### src/rtl/pb_event_arbiter.sv
// pb_event_arbiter
// Push-button front end. Every raw button is synchronized, then debounced
// against one shared sample tick. A debounced press sets a pending bit, and
// pending presses go out one at a time through a round-robin valid/ready port.
module pb_event_arbiter #(
    parameter int N_BTN      = 4,
    parameter int TICK_DIV   = 50000,
    parameter int STABLE_CNT = 4
) (
    input  logic                     clk,
    input  logic                     rst,
    input  logic [N_BTN-1:0]         pb_in,
    output logic [N_BTN-1:0]         pb_level,
    output logic                     evt_valid,
    output logic [$clog2(N_BTN)-1:0] evt_id,
    input  logic                     evt_ready,
    output logic                     evt_overrun
);

    // N_BTN is at least 2, so $clog2 is always at least 1.
    localparam int IDW = $clog2(N_BTN);
    localparam int TCW = $clog2(TICK_DIV);
    localparam int SCW = $clog2(STABLE_CNT);

    logic [N_BTN-1:0] sync1;
    logic [N_BTN-1:0] sync2;
    logic [TCW-1:0]   tick_cnt;
    logic             tick;
    logic [SCW-1:0]   cnt     [N_BTN];
    logic [SCW-1:0]   cnt_nxt [N_BTN];
    logic [N_BTN-1:0] level_nxt;
    logic [N_BTN-1:0] rise;
    logic [N_BTN-1:0] pending;
    logic [N_BTN-1:0] clr;
    logic [IDW-1:0]   last_grant;
    logic [IDW-1:0]   winner;
    logic             found;
    logic             out_free;
    logic             load;

    // Index reached by stepping 'step' positions past 'base', wrapping at N_BTN.
    function automatic logic [IDW-1:0] rr_idx(input logic [IDW-1:0] base, input int step);
        int t;
        t = int'(base) + step;
        return IDW'(t % N_BTN);
    endfunction

    // Two-flop synchronizer on the raw asynchronous button pins.
    always_ff @(posedge clk) begin
        // NOTE: registers use non-blocking assignments so every flop samples pre-edge values.
        if (rst) begin
            sync1 <= '0;
            sync2 <= '0;
        end else begin
            sync1 <= pb_in;
            sync2 <= sync1;
        end
    end

    assign tick = (tick_cnt == TCW'(TICK_DIV - 1));

    // Shared sample-tick divider, wraps after TICK_DIV cycles.
    always_ff @(posedge clk) begin
        if (rst) begin
            tick_cnt <= '0;
        end else if (tick) begin
            tick_cnt <= '0;
        end else begin
            tick_cnt <= tick_cnt + 1'b1;
        end
    end

    // Per-button debounce next state; a level flip to 1 is a press (rise).
    always_comb begin
        // NOTE: every output gets a default first so no path leaves a latch behind.
        level_nxt = pb_level;
        rise      = '0;
        for (int i = 0; i < N_BTN; i++) begin
            cnt_nxt[i] = cnt[i];
            if (tick) begin
                if (sync2[i] == pb_level[i]) begin
                    cnt_nxt[i] = '0;
                end else if (int'(cnt[i]) + 1 == STABLE_CNT) begin
                    level_nxt[i] = sync2[i];
                    cnt_nxt[i]   = '0;
                    rise[i]      = sync2[i];
                end else begin
                    cnt_nxt[i] = cnt[i] + 1'b1;
                end
            end
        end
    end

    // Debounced levels and their stable-sample counters.
    always_ff @(posedge clk) begin
        // NOTE: the counter array is small control state, so it is reset like any register.
        if (rst) begin
            pb_level <= '0;
            cnt      <= '{default: '0};
        end else begin
            pb_level <= level_nxt;
            cnt      <= cnt_nxt;
        end
    end

    // Round-robin search for the first pending button after last_grant.
    always_comb begin
        found  = 1'b0;
        winner = last_grant;
        for (int k = 1; k <= N_BTN; k++) begin
            if (!found && pending[rr_idx(last_grant, k)]) begin
                found  = 1'b1;
                winner = rr_idx(last_grant, k);
            end
        end
    end

    assign out_free = !evt_valid || evt_ready;
    assign load     = out_free && (|pending);

    // One-hot clear of the button being loaded into the output register.
    always_comb begin
        clr = '0;
        if (load) begin
            clr[winner] = 1'b1;
        end
    end

    // Pending presses; a new press wins over a same-cycle clear.
    always_ff @(posedge clk) begin
        if (rst) begin
            pending     <= '0;
            evt_overrun <= 1'b0;
        end else begin
            pending     <= (pending & ~clr) | rise;
            evt_overrun <= |(rise & pending & ~clr);
        end
    end

    // Output register: refill when free, hold while stalled.
    always_ff @(posedge clk) begin
        if (rst) begin
            evt_valid  <= 1'b0;
            evt_id     <= '0;
            last_grant <= IDW'(N_BTN - 1);
        end else if (out_free) begin
            evt_valid <= load;
            if (load) begin
                evt_id     <= winner;
                last_grant <= winner;
            end
        end
    end

endmodule

### config.mk
export PLATFORM = sky130hd
export DESIGN_NAME = pb_event_arbiter
export DESIGN_NICKNAME = d
export VERILOG_FILES = /design/src/rtl/pb_event_arbiter.sv
export SDC_FILE = /design/constraint.sdc
export NUM_CORES = 1
export LEC_CHECK = 0
export ABC_AREA = 0
export CAP_MARGIN = 25
export CORE_UTILIZATION = 30
export CTS_CLUSTER_DIAMETER = 120
export DETAILED_ROUTE_END_ITERATION = 8
export GPL_ROUTABILITY_DRIVEN = 0
export PLACE_DENSITY = 0.56
export SYNTH_ARGS = -nofsm -noshare
export SYNTH_HDL_FRONTEND = slang
export SYNTH_SLANG_ARGS = --single-unit
export TNS_END_PERCENT = 30
### constraint.sdc
create_clock -name clk -period 2 [get_ports clk]
set_input_delay 0.6 -clock clk [delete_from_list [all_inputs] [get_ports clk]]
set_output_delay 0.6 -clock clk [all_outputs]
set_load 0.02 [all_outputs]
After elaboration in Yosys (flattened, before gate mapping):

Cells that the tools add are included.

* input port bits: 7
* logic and storage cells: 109
* output and inout port bits: 8
* register bits: 46

* equal/unequal tests: 9
* bitwise operators: 9
* $lt $le $gt $ge: 6
* muxes and demuxes: 38
* add/sub/neg operators: 13
* reduce and logical (&&, ||, !) cells: 18

Operators by type and width (number)
* $mux W2: 12
* $mux W1: 20
* $add A16 B1 Y16 const B: 1
* $eq A16 B16 Y1 const B: 1
* $lt A2 B3 Y1 const B: 5
* $add A2 B1 Y2 const B: 6
* $add A2 B1 Y3 const B: 4
* $and A4 B4 Y4: 3
* $eq A3 B3 Y1 const B: 4
* $reduce_and A3 Y1: 4
* $bmux W1 S2: 4
* $reduce_or A4 Y1: 2
* $logic_and A1 B1 Y1: 5
* $add A2 B2 Y2 const B: 2
* $eq A1 B1 Y1: 4
* $logic_not A1 Y1: 4
* $mux W4: 1
* $not A1 Y1: 4
* $not A4 Y4: 1
* $or A4 B4 Y4: 1
* $demux W1 S2: 1
* $ge A2 B1 Y1 const B: 1
* $reduce_and A2 Y1: 1
* $reduce_or A2 Y1: 1
* $logic_or A1 B1 Y1: 1

Logic depth before layout (Yosys ltp):

Gate-level depths: netlist of the first run.

* depth in word-level cells: 21
* mapped depth: 8
* gate-level depth less buffers: 6

Worst setup path before layout of the first run:

OpenSTA, ideal clock, no wires.

* kind: input to register
* from: in evt_ready
* to: reg pending[3]
* arrival: 1.571 ns
* library setup time: 0.115 ns
* buffers on the path: 1
* cell stages on the path: 6
* path slack: 0.314 ns
* required time: 1.885 ns
* cell sequence: inv_1 a21o_1 or3_1 buf_2 o21a_1 o21ba_1

* longest elaborated chain between the ends: 6

RTL lines
* start: declaration: RTL line 16 `input logic evt_ready,`
* $logic_or A1 B1 Y1: RTL line 118 `assign out_free = !evt_valid || evt_ready;`
* $logic_and A1 B1 Y1: RTL line 119 `assign load = out_free && (|pending);`
* $mux W4: RTL line 124 `if (load) begin`
* $not A4 Y4: RTL line 135 `pending <= (pending & ~clr) | rise;`
* $and A4 B4 Y4: RTL line 135
* $or A4 B4 Y4: RTL line 135
* end signal: assignment: RTL line 135
* end: declaration: RTL line 33 `logic [N_BTN-1:0] pending;`

Every way passes these cells.
A chain may end at the register's enable or synchronous reset.

Worst setup path in the final report of the first run:

* from: reg pb_level[1]
* to: out pb_level[1]

RTL lines
* start: declaration: RTL line 13 `output logic [N_BTN-1:0] pb_level,`
* start signal: assignment: RTL line 101 `pb_level <= level_nxt;`

No word-level cell between the ends.

==> results of run 1 <==
==> worst paths after layout <==
check	startpoint	endpoint	slack [ns]
worst max-delay path	pb_level[1]$_SDFFE_PP0P_	pb_level[1]	0.08
worst min-delay path	sync1[0]$_SDFF_PP0_	sync2[0]$_SDFF_PP0_	0.45
worst max register to register	tick_cnt[0]$_SDFF_PP0_	evt_overrun$_SDFF_PP0_	0.23
worst min register to register	sync1[0]$_SDFF_PP0_	sync2[0]$_SDFF_PP0_	0.45
==> area by class of cell <==
cell class,instances,area share (%)
Tap cell,77,4.04
Clock buffer,6,3.46
Inverter,4,0.629
Multi-Input combinational cell,166,41.6
Clock inverter,2,2.52
Timing Repair Buffer,22,9.12
Sequential cell,46,38.6
==> metal layers <==
metal / GRT usage (%) / vias up
met4: 4.70 / 0
li1: - / 812
met1: 14.8 / 681
met2: 17.8 / 20
met3: 3.18 / 6
met5: 0 / -
==> flip-flops by register name (all words and copies together), names as in the netlist <==
| name | flops |
|---|---|
| cnt | 8 |
| evt_valid | 1 |
| evt_id | 2 |
| last_grant | 2 |
| evt_overrun | 1 |
| sync2 | 4 |
| sync1 | 4 |
| pending | 4 |
| tick_cnt | 16 |
| pb_level | 4 |
==> synthesized netlist by cell type, types with 3 or more instances <==
library cell	count	area [um2]
xor2_1	11	96.3
inv_1	4	15.0
dfxtp_1	46	921
nor4b_1	3	26.3
nor2_1	29	109
clkbuf_1	3	11.3
nor3_1	4	20.0
and3_1	4	25.0
o21ai_0	4	20.0
or3_1	4	25.0
buf_2	5	25.0
nand3_1	9	45.0
ha_1	5	62.6
and4b_1	3	30.0
a21oi_1	20	100
nor2b_1	9	56.3
xnor2_1	6	52.6
nand2_1	29	109
==> logic make-up (layout without fill, tap and decap cells) <==
family / after synthesis / in the layout / synth area share (%)
muxes: 1 / 1 / 0.507
buffers and inverters: 13 / 34 / 2.98
and+or+nand+nor: 107 / 107 / 28.0
AOI/OAI and AO/OA: 36 / 36 / 11.2
xor gates and xnor gates: 17 / 17 / 7.55
adders and majority gates: 5 / 5 / 3.17
DFF: 46 / 46 / 46.7
==> per-stage QoR <==
stage / area, um2 / utilization, % / power [mW] / instances
floorplan: 1970 / - / 0.984 / 225
global placement: 2240 / 35.3 / 1.01 / 315
detailed placement: 2240 / 35.3 / 1.01 / 315
CTS: 2380 / 37.5 / 1.86 / 323
global route: 2390 / 37.6 / 1.90 / 323
finish: 2390 / 37.6 / 1.83 / 323
==> repair_timing <==
action / 4_1_cts / 5_1_grt
setup buffers: 0 / 0
gates resized for setup: 0 / 2
setup endpoints to repair: 0 / 2
==> power by group through the flow <==
stage                     clock, mW  sequential, mW  combinational (mW)
after floorplan                   0           0.956              0.0288
after global placement            0           0.957              0.0521
after detailed placement          0           0.957              0.0522
after CTS                     0.868           0.936              0.0523
after global routing          0.908           0.937              0.0573
final                         0.842           0.935              0.0508
==> impl_metrics.ini, run 1 <==
[layout]
ff_latch_area_um2 = 921
final_common_cell = dfxtp_1
area_growth_pct = 20.9
final_nets = 257
multi_input_area_um2 = 993
fill_cells = 652
drive_above_1_share_pct = 7.72
layout_common_cells = dfxtp_1 (46), nand2_1 (29), nor2_1 (29), a21oi_1 (20), clkdlybuf4s50_1 (12)
n_antenna_cell = 0

[timing]
worst_slew_pin_slew_ns = 0.478
grt_setup_unrepaired = no
skew_ns = 0.0110
slew_violations = 0
fmax_mhz = 522
period_share_pct = 95.8
period_minus_slack_ns = 1.92
setup_slack_ns = 0.0848
slew_headroom_pct = 67.8
hold_violations = 0
timing.hold.ws_ns = 0.447
fin_tns_setup_ns = 0
setup_violations = 0

[setup_path]
cp_max_fo = 4
critPathKind = reg2out
setup.worst_path.start_class = flip-flop
critPathTopFamily = buffers and inverters
crit_cells = 1
worstPathRequired_ns = 1.40
crit_path_cell_trace = clkdlybuf4s50_1
endpoint_kind = primary output
critical-path-slowest-cell = clkdlybuf4s50_1
slowest_delay_ns = 0.62
cp.buffers_inverters = 1
worst-r2r-cell-count = 6
cp_data_arrival_time_ns = 1.32

[power]
comb_power_share_pct = 2.8
irDropWorstVdd_mv = 0.333
p_leak_nw = 0.940
seqPwrFrac_pct = 51.2
p_int_mw = 1.49
clock_power_share_pct = 46.1
swShare_pct = 18.6
p_sw_uw = 340
power.density_nw_per_um2 = 766

[route]
vias = 1519
route.detailed.drc = 0
wl_met3_um = 107
top_layer = met4
drt_wl_total_mm = 3.50
wl_per_cell_um = 10.8
wl_met2_mm = 1.51
post_drt_via_cell_ratio = 4.70
ant_nets = 0
drt_pass1_iterations = 4
drt_iter0_markers = 56
met1_length_mm = 1.82

[grt]
grt_pass1_vias = 1490
grt_max_degree = 32
antenna_found_initial = 0
grt_util_all_layers_pct = 11.4
overflow = 0
grt_pass1_wl_mm = 6.49

[clock_tree]
clk_pin_slew_ns = 0.09
cts_hold_buf = 0
htreeDepth = 2
cts_tree = done
numCtsBuffers = 5
clock_latency_ns = 0.30
clk_path_buf_depth = 2
clock_sinks = 46
cts_root_buffer = clkbuf_8

[floorplanning]
dieArea_um2 = 6910
die_y_um = 83.1
rows = 29
fp.coreArea_um2 = 6350
die_w_um = 83.1
start_util_pct = 31.1
io_pins = 15

[synthesis]
ys_ff_latch = 46
synth.yosys.seq_area_share_pct = 46.7
ys_types = 38
syn_nets = 237
synth_edf_count = 0
ys.flop_type = dfxtp_1
synthCells = 225
yosysWarnings = 0
syn_area_um2 = 1970
synth.avg_cell_area_um2 = 8.77
synthArstFlopShare_pct = 0

[status]
status = finished, final reports clean

[place]
place_worst_setup_slack_ns = -0.150
portBuffers = 14
dp_hpwl_mm = 2.45

[run]
drv_cap = 0

[hold_path]
hold_path_class = reg2reg
whs_path_depth = 1
Note: power is estimated with default switching activity, not from simulation.
==> run 2, diff against run 1 <==
--- a/config.mk
+++ b/config.mk
@@ -5,13 +5,13 @@
 export SDC_FILE = /design/constraint.sdc
 export NUM_CORES = 1
 export LEC_CHECK = 0
-export ABC_AREA = 0
 export CAP_MARGIN = 25
 export CORE_UTILIZATION = 30
 export CTS_CLUSTER_DIAMETER = 120
 export DETAILED_ROUTE_END_ITERATION = 8
 export GPL_ROUTABILITY_DRIVEN = 0
 export PLACE_DENSITY = 0.56
+export SETUP_SLACK_MARGIN = 0.05
 export SYNTH_ARGS = -nofsm -noshare
 export SYNTH_HDL_FRONTEND = slang
 export SYNTH_SLANG_ARGS = --single-unit
==> run 2 against run 1 <==
Compared with the run above: power hardly changed; clock-buffer cell count stayed put; clock power about the same; cell area down 0.16%; worst setup slack unchanged; clock skew did not move; die area unchanged; sequential share of layout area grew 0.061 points; fmax stayed put; first-iteration DRC count did not move; largest power group unchanged.
==> impl_metrics.ini, run 2 (synthesis results as in run 1) <==
[layout]
reg.largest.list = tick_cnt x16, cnt x8
fill_cells = 652
final_common_cell = dfxtp_1
multi_input_area_um2 = 993
final_nets = 257
area_growth_pct = 20.7
ff_latch_area_um2 = 921
drive_above_1_share_pct = 7.72
largest_register = tick_cnt
n_antenna_cell = 0
largest_reg_flops = 16
layout_common_cells = dfxtp_1 (46), nand2_1 (29), nor2_1 (29), a21oi_1 (20), clkdlybuf4s50_1 (12)

[timing]
slew_headroom_pct = 67.8
worst_slew_pin_slew_ns = 0.478
period_share_pct = 95.8
skew_ns = 0.0110
hold_violations = 0
timing.hold.ws_ns = 0.447
fmax_mhz = 522
grt_setup_unrepaired = yes
period_minus_slack_ns = 1.92
setup_violations = 0
slew_violations = 0

[clock_tree]
clk_path_buf_depth = 2
clk_pin_slew_ns = 0.09
clock_sinks = 46
htreeDepth = 2
postCtsSetupBuffers = 0
cts_root_buffer = clkbuf_8
clock_latency_ns = 0.30
cts_hold_buf = 0
cts_tree = done
cts_resized = 1
numCtsBuffers = 5

[route]
drt_iter0_markers = 56
ant_nets = 0
drt_wl_total_mm = 3.50
route.detailed.drc = 0
post_drt_via_cell_ratio = 4.70
vias = 1519
drt_pass1_iterations = 4
wl_per_cell_um = 10.8

[grt]
antenna_found_initial = 0
overflow = 0
grt_pass1_wl_mm = 6.49
grt_util_all_layers_pct = 11.4
grt_pass1_vias = 1490
grt_max_degree = 32

[place]
dp_hpwl_mm = 2.45
portBuffers = 14

[setup_path]
crit_cells = 1
cp.buffers_inverters = 1
r2r-start = tick_cnt[0]$_SDFF_PP0_
cp_max_fo = 4
endpoint_kind = primary output
critPathTopFamily = buffers and inverters
critical-path-slowest-cell = clkdlybuf4s50_1
worstPathRequired_ns = 1.40
startpoint = pb_level[1]$_SDFFE_PP0P_
critPathKind = reg2out
crit_path_cell_trace = clkdlybuf4s50_1
worst-r2r-cell-count = 6
setup.worst_path.start_class = flip-flop
slowest_delay_ns = 0.62
cp_data_arrival_time_ns = 1.32

[floorplanning]
start_util_pct = 31.1
dieArea_um2 = 6910
die_w_um = 83.1
io_pins = 15
rows = 29
die_y_um = 83.1
fp.coreArea_um2 = 6350

[power]
irDropWorstVdd_mv = 0.333
p_leak_nw = 0.926
total_power_mw = 1.83
power.density_nw_per_um2 = 767

[run]
drv_cap = 0

[hold_path]
hold_path_class = reg2reg
hp-start = sync1[0]$_SDFF_PP0_
whs_path_depth = 1

[status]
status = finished, final reports clean
[run 2: cell types whose count changed in the layout (fill, tap and decap cells not counted), sizes merged]
cell,delta
dlygate4sd2,+1
dlymetal6s2s,-1
[run 2: cell type report]
class	count	share of cell area [%]
Sequential cell	46	38.7
Multi-Input combinational cell	166	41.7
Clock buffer	6	3.47
Timing Repair Buffer	22	8.98
Tap cell	77	4.04
Inverter	4	0.630
Clock inverter	2	2.52
[run 2: path summary, 6_finish.rpt]
path | endpoint | slack, ns
max reg2reg | evt_overrun$_SDFF_PP0_ | 0.23
min | sync2[0]$_SDFF_PP0_ | 0.45
max | pb_level[1] | 0.08
min reg2reg | sync2[0]$_SDFF_PP0_ | 0.45
[run 2: where the power goes]
group	switching, mW	leakage [nW]	internal [mW]
Sequential	0.00776	0.373	0.928
Combinational	0.0234	0.482	0.0274
Clock	0.309	0.0714	0.533
Total	0.340	0.926	1.49
[run 2: through the flow]
stage               instances  TNS [ns]  instance area [um2]  util (%)  setup slack, ns
floorplan                 225         0                 1970         -            0.314
global placement          315    -0.342                 2240      35.3           -0.144
detailed placement        315    -0.370                 2240      35.3           -0.150
CTS                       323         0                 2380      37.5           0.0423
global route              323         0                 2380      37.5           0.0198
finish                    323         0                 2380      37.5           0.0848
[run 2: metal layers]
layer | global-route usage, % | wire [um] | vias up
met5 | 0 | 0 | -
met4 | 4.70 | 67 | 0
met3 | 3.18 | 106 | 6
met2 | 17.8 | 1510 | 20
met1 | 14.8 | 1810 | 681
li1 | - | - | 812
==> run 3, diff against run 2 <==
--- a/config.mk
+++ b/config.mk
@@ -8,6 +8,7 @@
 export CAP_MARGIN = 25
 export CORE_UTILIZATION = 30
 export CTS_CLUSTER_DIAMETER = 120
+export CTS_CLUSTER_SIZE = 12
 export DETAILED_ROUTE_END_ITERATION = 8
 export GPL_ROUTABILITY_DRIVEN = 0
 export PLACE_DENSITY = 0.56
==> constraint.sdc (replaced) <==
create_clock -name clk -period 2.05 [get_ports clk]
set_input_delay 0.615 -clock clk [delete_from_list [all_inputs] [get_ports clk]]
set_output_delay 0.615 -clock clk [all_outputs]
set_load 0.02 [all_outputs]
==> run 3 against run 2 <==
Compared with the run above: wire length is 1.4% higher; clock-buffer cell count is 1 lower; global-route usage is 0.49 points lower; power is 17% lower; critical path type unchanged; largest cell class unchanged.
==> impl_metrics.ini, run 3 (synthesis results as in run 1) <==
[route]
route.detailed.drc = 0
vias = 1555
wl_per_cell_um = 11.0
ant_nets = 0
drt_wl_total_mm = 3.55
drt_pass1_iterations = 4
post_drt_via_cell_ratio = 4.80
drt_iter0_markers = 44

[clock_tree]
cts_root_buffer = clkbuf_8
clock_latency_ns = 0.30
numCtsBuffers = 5
postCtsSetupBuffers = 0
clk_pin_slew_ns = 0.09
clk_path_buf_depth = 2
clock_sinks = 46
cts_hold_buf = 0
htreeDepth = 2
cts_tree = done

[setup_path]
crit_cells = 1
reg2reg_to = evt_overrun$_SDFF_PP0_
critical-path-slowest-cell = clkdlybuf4s50_1
r2r-start = tick_cnt[0]$_SDFF_PP0_
cp_data_arrival_time_ns = 1.34
crit_path_cell_trace = clkdlybuf4s50_1
setup.worst_path.start_class = flip-flop
endpoint_kind = primary output
worstPathRequired_ns = 1.43
critPathTopFamily = buffers and inverters
slowest_delay_ns = 0.63
r2r_slack_ns = 0.25
worst-r2r-cell-count = 6
cp_max_fo = 4
critPathKind = reg2out
cp.buffers_inverters = 1

[floorplanning]
fp.coreArea_um2 = 6350
io_pins = 15
die_y_um = 83.1
die_w_um = 83.1
rows = 29
dieArea_um2 = 6910
start_util_pct = 31.1

[grt]
antenna_found_initial = 0
grt_pass1_wl_mm = 6.11
grt_pass1_vias = 1400
grt_util_all_layers_pct = 10.9
grt_max_degree = 19
overflow = 0

[layout]
reg.largest.list = tick_cnt x16, cnt x8
layout_common_cells = dfxtp_1 (46), nand2_1 (29), nor2_1 (29), a21oi_1 (20), clkdlybuf4s50_1 (12)
largest_reg_flops = 16
area_growth_pct = 17.8
fin_util_pct = 36.6
drive_above_1_share_pct = 8.10
final_common_cell = dfxtp_1
final_nets = 258
fin_area_um2 = 2320
largest_register = tick_cnt
n_antenna_cell = 0

[timing]
period_share_pct = 95.6
skew_ns = 0.0114
fin_tns_setup_ns = 0
slew_headroom_pct = 66.4
worst_slew_pin_slew_ns = 0.500
grt_setup_unrepaired = no
hold_violations = 0
setup_violations = 0
period_minus_slack_ns = 1.96
slew_violations = 0
fmax_mhz = 510

[power]
total_power_mw = 1.52
p_leak_nw = 0.899
power.density_nw_per_um2 = 653
irDropWorstVdd_mv = 0.317

[hold_path]
hp-start = sync1[0]$_SDFF_PP0_
hold_path_class = reg2reg
whs_path_depth = 1
whs_endpoint = sync2[0]$_SDFF_PP0_

[run]
drv_cap = 0

[place]
dp_hpwl_mm = 2.52
place_area_um2 = 2230
portBuffers = 14

[status]
status = finished, final reports clean
==> run 3: changes by cell type in the layout (fill, tap and decap cells not counted) <==
cell / previous run / this run
buf_12: 1 / 0
clkbuf_8: 6 / 5
clkinvlp_4: 0 / 1
buf_4: 7 / 9
clkinv_4: 0 / 1
bufinv_16: 2 / 0
clkinv_2: 0 / 1
==> run 3: worst reg2reg max path, delay by kind of cell (launching register included) <==
kind / cells / cell delay (ns)
compound gates: 2 / 0.31
simple gates: 3 / 0.81
flops: 1 / 0.38
fa+ha+maj: 1 / 0.23
==> run 3: layout make-up <==
class                           count  area, um2
Clock inverter                      3       21.3
Multi-Input combinational cell    166        993
Sequential cell                    46        921
Inverter                            4       15.0
Clock buffer                        5       68.8
Fill cell                         652       4030
Tap cell                           77       96.3
Timing Repair Buffer               23        209
==> run 3: how the worst max path moves through the flow <==
stage / slack [ns] / to / from
after CTS: 0.08 / pb_level[3] / pb_level[3]$_SDFFE_PP0P_
final: 0.09 / pb_level[3] / pb_level[3]$_SDFFE_PP0P_
after floorplan: 0.35 / pending[3]$_SDFF_PP0_ / evt_ready
after global placement: -0.11 / evt_overrun$_SDFF_PP0_ / evt_ready
after global routing: 0.05 / pb_level[1] / pb_level[1]$_SDFFE_PP0P_
after detailed placement: -0.1 / evt_overrun$_SDFF_PP0_ / evt_ready
==> run 3: power breakdown <==
group	switching, mW	internal (mW)	total, mW
Clock	0.317	0.240	0.556
Sequential	0.00777	0.905	0.913
Combinational	0.0229	0.0254	0.0483
Total	0.347	1.17	1.52
==> run 3: what timing repair did <==
| item | CTS | global route |
|---|---|---|
| pin swaps | 0 | 0 |
| resized for setup | 1 | 1 |
| cloned | 0 | 0 |
| setup endpoints to repair | 1 | 1 |
==> run 3: per-stage QoR <==
step                      hold WS, ns  cells  setup WS, ns
final                           0.441    324        0.0902
after global routing            0.456    324        0.0523
after CTS                       0.445    324        0.0761
after detailed placement        0.422    316       -0.0964
after global placement          0.423    316        -0.111
after floorplan                 0.414    225         0.349
==> run 3: layer usage <==
metal	vias up	global-route usage, %	share of wire [%]
li1	811	-	-
met1	712	13.7	53
met2	24	16.8	41
met3	8	3.18	3.6
met4	0	5.96	2.6
met5	-	0	0
